`src/rtl/fdiv_issue_ctrl.sv`:
```
// fdiv_issue_ctrl
// Requester-side sequencer for the iterative FP divide unit.
// It accepts one divide request from dispatch and holds the operands in
// registers. While the unit works it holds the level enable high. When the
// unit pulses ready it captures the result, then offers that result to
// writeback until writeback accepts it. A watchdog ends a request that
// never completes and returns a quiet NaN with the error flag set.
//
// Ports
//   clk_i, reset_i         clock, synchronous active-high reset
//   flush_i                abort the in-flight request and discard its result
//   reqValid_i/reqReady_o  dispatch handshake (ready only in IDLE)
//   reqRs1*/reqRs2*/reqRm_i/reqTag_i  request operands, rounding mode, tag
//   divEnable_o            level enable to the divide unit (high in BUSY)
//   divRs1*/divRs2*/divRm_o  registered operand copies for the unit
//   divReady_i/divResult_i completion pulse and result from the unit
//   rspValid_o/rspReady_i  writeback handshake
//   rspData_o/rspTag_o/rspErr_o  captured result, its tag, timeout flag
//   stall_o                pipeline stall (BUSY, or RESP while unaccepted)
module fdiv_issue_ctrl #(
    parameter int TIMEOUT_CYCLES = 64,
    parameter int TAG_W          = 5
) (
    input  logic               clk_i,
    input  logic               reset_i,
    input  logic               flush_i,
    input  logic               reqValid_i,
    output logic               reqReady_o,
    input  logic [31:0]        reqRs1_i,
    input  logic [31:0]        reqRs2_i,
    input  logic signed [9:0]  reqRs1Exp_i,
    input  logic signed [9:0]  reqRs2Exp_i,
    input  logic [23:0]        reqRs1Sig_i,
    input  logic [23:0]        reqRs2Sig_i,
    input  logic [5:0]         reqRs1Class_i,
    input  logic [5:0]         reqRs2Class_i,
    input  logic [2:0]         reqRm_i,
    input  logic [TAG_W-1:0]   reqTag_i,
    output logic               divEnable_o,
    output logic [31:0]        divRs1_o,
    output logic [31:0]        divRs2_o,
    output logic signed [9:0]  divRs1Exp_o,
    output logic signed [9:0]  divRs2Exp_o,
    output logic [23:0]        divRs1Sig_o,
    output logic [23:0]        divRs2Sig_o,
    output logic [5:0]         divRs1Class_o,
    output logic [5:0]         divRs2Class_o,
    output logic [2:0]         divRm_o,
    input  logic               divReady_i,
    input  logic [31:0]        divResult_i,
    output logic               rspValid_o,
    input  logic               rspReady_i,
    output logic [31:0]        rspData_o,
    output logic [TAG_W-1:0]   rspTag_o,
    output logic               rspErr_o,
    output logic               stall_o
);

    localparam int WD_W = $clog2(TIMEOUT_CYCLES + 1);
    localparam logic [WD_W-1:0] WD_LAST = WD_W'(TIMEOUT_CYCLES - 1);
    localparam logic [WD_W-1:0] WD_MAX  = WD_W'(TIMEOUT_CYCLES);
    localparam logic [31:0]     QNAN    = 32'h7FC0_0000;

    typedef enum logic [1:0] {
        S_IDLE = 2'd0,
        S_BUSY = 2'd1,
        S_RESP = 2'd2
    } state_t;

    state_t             r_state;
    state_t             w_state_nxt;
    logic [WD_W-1:0]    r_wd;
    logic               w_accept;
    logic               w_done;
    logic               w_timeout;

    logic [31:0]        r_rs1, r_rs2;
    logic signed [9:0]  r_rs1_exp, r_rs2_exp;
    logic [23:0]        r_rs1_sig, r_rs2_sig;
    logic [5:0]         r_rs1_cls, r_rs2_cls;
    logic [2:0]         r_rm;
    logic [TAG_W-1:0]   r_tag;
    logic [31:0]        r_rsp_data;
    logic               r_rsp_err;

    // Flush overrides everything, so a ready pulse or a request in the
    // flush cycle is simply never looked at.
    always_comb begin
        w_state_nxt = r_state;
        w_accept    = 1'b0;
        w_done      = 1'b0;
        w_timeout   = 1'b0;
        if (flush_i) begin
            w_state_nxt = S_IDLE;
        end else begin
            case (r_state)
                S_IDLE: begin
                    if (reqValid_i) begin
                        w_accept    = 1'b1;
                        w_state_nxt = S_BUSY;
                    end
                end
                S_BUSY: begin
                    // A real completion wins over a timeout on the same edge.
                    if (divReady_i) begin
                        w_done      = 1'b1;
                        w_state_nxt = S_RESP;
                    end else if (r_wd >= WD_LAST) begin
                        w_timeout   = 1'b1;
                        w_state_nxt = S_RESP;
                    end
                end
                S_RESP: begin
                    if (rspReady_i) begin
                        w_state_nxt = S_IDLE;
                    end
                end
                default: w_state_nxt = S_IDLE;
            endcase
        end
    end

    always_ff @(posedge clk_i) begin
        if (reset_i) begin
            r_state    <= S_IDLE;
            r_wd       <= '0;
            r_rs1      <= '0;
            r_rs2      <= '0;
            r_rs1_exp  <= '0;
            r_rs2_exp  <= '0;
            r_rs1_sig  <= '0;
            r_rs2_sig  <= '0;
            r_rs1_cls  <= '0;
            r_rs2_cls  <= '0;
            r_rm       <= '0;
            r_tag      <= '0;
            r_rsp_data <= '0;
            r_rsp_err  <= 1'b0;
        end else begin
            r_state <= w_state_nxt;
            if (flush_i) begin
                r_rsp_data <= '0;
                r_rsp_err  <= 1'b0;
                r_tag      <= '0;
            end else begin
                if (w_accept) begin
                    r_rs1     <= reqRs1_i;
                    r_rs2     <= reqRs2_i;
                    r_rs1_exp <= reqRs1Exp_i;
                    r_rs2_exp <= reqRs2Exp_i;
                    r_rs1_sig <= reqRs1Sig_i;
                    r_rs2_sig <= reqRs2Sig_i;
                    r_rs1_cls <= reqRs1Class_i;
                    r_rs2_cls <= reqRs2Class_i;
                    r_rm      <= reqRm_i;
                    r_tag     <= reqTag_i;
                    r_wd      <= '0;
                end else if (r_state == S_BUSY && r_wd != WD_MAX) begin
                    r_wd <= r_wd + 1'b1;
                end
                if (w_done) begin
                    r_rsp_data <= divResult_i;
                    r_rsp_err  <= 1'b0;
                end else if (w_timeout) begin
                    r_rsp_data <= QNAN;
                    r_rsp_err  <= 1'b1;
                end
            end
        end
    end

    // Control outputs decode straight from state: enable drops on the very
    // edge that sees ready, and stays low through RESP and at least one
    // IDLE cycle, giving the unit time to rearm.
    assign reqReady_o    = (r_state == S_IDLE);
    assign divEnable_o   = (r_state == S_BUSY);
    assign rspValid_o    = (r_state == S_RESP);
    assign stall_o       = (r_state == S_BUSY) || (r_state == S_RESP);

    assign divRs1_o      = r_rs1;
    assign divRs2_o      = r_rs2;
    assign divRs1Exp_o   = r_rs1_exp;
    assign divRs2Exp_o   = r_rs2_exp;
    assign divRs1Sig_o   = r_rs1_sig;
    assign divRs2Sig_o   = r_rs2_sig;
    assign divRs1Class_o = r_rs1_cls;
    assign divRs2Class_o = r_rs2_cls;
    assign divRm_o       = r_rm;

    assign rspData_o     = r_rsp_data;
    assign rspTag_o      = r_tag;
    assign rspErr_o      = r_rsp_err;

endmodule
```
`config.mk`:
```
export PLATFORM = sky130hd
export DESIGN_NAME = fdiv_issue_ctrl
export DESIGN_NICKNAME = d
export VERILOG_FILES = /design/src/rtl/fdiv_issue_ctrl.sv
export SDC_FILE = /design/constraint.sdc
export NUM_CORES = 1
export LEC_CHECK = 0
export ABC_AREA = 0
export ABC_CLOCK_PERIOD_IN_PS = 1800
export BUFFER_PORTS_ARGS = -buffer_cell sky130_fd_sc_hd__clkbuf_2
export CAP_MARGIN = 20
export CORE_AREA = 2 2 149 151
export DETAILED_ROUTE_END_ITERATION = 16
export DIE_AREA = 0 0 151 153
export GPL_ROUTABILITY_DRIVEN = 1
export PLACE_DENSITY_LB_ADDON = 0.1
export SLEW_MARGIN = 20
export SYNTH_ARGS = -nofsm -noshare
export SYNTH_HDL_FRONTEND = slang
export SYNTH_SLANG_ARGS = --single-unit
```
`constraint.sdc`:
```
create_clock -name clk_i -period 1.8 [get_ports clk_i]
set_clock_uncertainty 0.1 [all_clocks]
set_input_delay 0.45 -clock clk_i [delete_from_list [all_inputs] [get_ports clk_i]]
set_output_delay 0.45 -clock clk_i [all_outputs]
set_load 0.03 [all_outputs]
```
==> qor.csv <==
metric;value;unit
outcome;complete, no violations;
path_buf_inv;2;
yosysUniqueCellTypes;39;
ios;379;
clock_path_buffers;2;
drcViolationCount;0;
die-width;151;um
arrival;1250;ps
fmax;0.557;GHz
clk-insertion-delay-late;420;ps
worstPathCellList;inv_4 -> ha_4 -> buf_8;
relSlewSlack;0.601;
start_util;0.325;
syn-mean-instance-area;8.17;um2
firstDrtPassIters;4;
drive_above_1_share;0.376;
h-tree-depth;4;
rr_startpoint;r_wd[0];
peakVddDrop;0.000553;V
period_share;0.998;
leakagePower;0.00443;uW
crit_path_start;r_state[0];
finalSetupViolCount;0;
slowest_delay;390;ps
grt_max_degree;89;
grtUsageTotal;0.190;
worstSetupEndpointType;output port;
crit_slowest_cell;dfxtp_4;
rsz0062_at_grt;yes;
cts.clk_slew.worst_paths;80;ps
worst_pin_slew;599;ps
grt_pass1_vias;6466;
worstSetupStartpointType;register;
fin_cells;1509;
cts-root-buf;clkbuf_16;
wl_per_cell;15.0;um
syn_area;6980;um2
numCtsBuffers;17;
antennaDiodeCount;0;
reg2reg_to;rspData_o[27];
timing.final.ws_setup;3.18;ps
postSynth.asyncResetShare;0;
drt_iter0_drc;373;
hold_class;in -> reg;
critPathKind;reg -> out;
drt_wl_total;22600;um
post-route-min-period;1800;ps
rr_worst_depth;6;
cp.depth;3;
die_h;153;um
drv_cap;0;
clkSinkCount;194;
synth_seq_cells;194;
antenna_left;0;
p_per_area;964;nW/um2
area_growth_syn_to_layout;41.7;%
grt_antenna_before_repair;0;
fin_nets;1414;
coreArea;21500;um2
synth_cells;855;
cp-endpoint;stall_o;
core.rowCount;54;
synth-edff-count;0;
pre_cts_slack;72.0;ps
crit_family;flip-flops;
routabilityCongestion;0.757;
grt_overflow;0;
vias;6847;
dp_hpwl;16400;um
cts_hold_buf;0;
cp.required;1250;ps
fill_cells;2291;
yosysWarnings;0;
dieArea;23100;um2
r2r_setup_slack;90;ps
syn_nets;1052;
ys.flop_type;dfxtp_1;
worst-path-max-fanout;3;
slew_violations;0;
ys_seq_area_frac;0.556;
cts_tree;done;
via_per_inst;4.54;
port_buffers;378;
grt_pass1_wl;34800;um
dp_cells;1477;
hold_viol;0;
-- stage by stage --
stage / hold slack, ps / area, um2 / util / power [uW] / setup TNS (ps)
6_report: 130 / 9900 / 0.461 / 9540 / 0
5_1_grt: 114 / 9900 / 0.461 / 9990 / -41.3
4_1_cts: 110 / 9840 / 0.458 / 9690 / -116
3_5_place_dp: 346 / 9250 / 0.431 / 6010 / 0
3_3_place_gp: 341 / 9250 / 0.431 / 6010 / 0
2_1_floorplan: 405 / 7000 / - / 5440 / -40.1
-- repair_timing --
item / 4_1_cts / 5_1_grt
setup endpoints to repair: 4 / 20
gates cloned: 0 / 0
setup buffers: 1 / 1
gates resized for setup: 10 / 11
pin swaps: 1 / 1
-- flip-flops by register name, summed over array words and instances, names as in the netlist --
signal and count:
divRs2Exp_o 10, divRs2Sig_o 24, divRm_o 3, divRs2_o 32, rspTag_o 5, divRs2Class_o 6
divRs1Class_o 6, rspErr_o 1, r_wd 7, rspData_o 32, r_state 2, divRs1Sig_o 24
divRs1Exp_o 10, divRs1_o 32
-- metal layers --
layer / up-vias / GRT usage / wire length [um]
li1: 3518 / - / -
met1: 3057 / 0.231 / 9430
met2: 244 / 0.321 / 10900
met3: 28 / 0.0564 / 1810
met4: 0 / 0.0632 / 452
met5: - / 0 / 0
-- tightest hold or removal path, cell delays in order --
cell and delay (ps):
clkbuf_2 80, nand2_1 40, a21oi_1 50
-- cell families after synthesis --
family,after synthesis,share of synthesized area
fa+ha+maj,7,0.0125
mux,1,0.00143
flops,194,0.556
buf+inv,72,0.0478
simple gates,356,0.199
xor+xnor,5,0.00627
compound gates,220,0.177
-- layout by cell type (no fill, tap or decap), drive strengths merged, types with 2 or more instances in the layout --
master | Yosys | routed
a211oi | 2 | 2
a21oi | 176 | 176
buf | 38 | 30
clkbuf | 25 | 394
clkinv | 0 | 2
clkinvlp | 0 | 3
dfxtp | 194 | 194
ha | 7 | 7
inv | 9 | 17
nand2 | 327 | 327
nand3 | 5 | 5
nand4 | 4 | 4
nor2 | 10 | 10
o211ai | 2 | 2
o21ai | 23 | 23
o221a | 9 | 9
o31ai | 2 | 2
or2 | 3 | 3
xnor2 | 2 | 2
xor2 | 3 | 3
-- synth_stat cells (2+ instances only) --
library cell	n	area, um2
o21ai_1	7	35.0
clkbuf_1	24	90.1
o21ai_0	16	80.1
buf_2	35	175
nor2_1	9	33.8
dfxtp_1	194	3880
xnor2_1	2	17.5
xor2_1	3	26.3
nand3_1	5	25.0
nand4_1	4	25.0
o211ai_1	2	15.0
o31ai_1	2	15.0
a21oi_1	176	881
or2_1	2	12.5
inv_1	9	33.8
nand2_1	327	1230
buf_6	2	22.5
ha_1	7	87.6
o221a_2	9	101
-- how the worst min path moves through the flow --
stage / startpoint / endpoint / slack (ps) / cells after the start
floorplan: r_state[1] / r_state[1] / 410 / 2
global placement: divRs2_o[2] / divRs2_o[2] / 340 / 2
detailed placement: divRs2Sig_o[18] / divRs2Sig_o[18] / 350 / 2
CTS: reqRs2_i[19] / divRs2_o[19] / 110 / 3
global route: reqRs2Class_i[0] / divRs2Class_o[0] / 110 / 3
finish: reqRs2_i[19] / divRs2_o[19] / 130 / 3
-- area by class of cell --
type                            instances  area (um2)  share of cell area
Sequential cell                       194        3890               0.393
Multi-Input combinational cell        589        2810               0.284
Timing Repair Buffer                  406        2250               0.228
Clock buffer                           18         439              0.0444
Tap cell                              280         350              0.0354
Clock inverter                         13         116              0.0118
Inverter                                9        38.8             0.00392
-- where the power goes --
group          switching [uW]  leakage [uW]  total, uW  internal, uW
Combinational             886       0.00259       1360           478
Clock                    1770      0.000267       3630          1860
Sequential               88.3       0.00158       4550          4460
(Power assumes the default switching activity.)
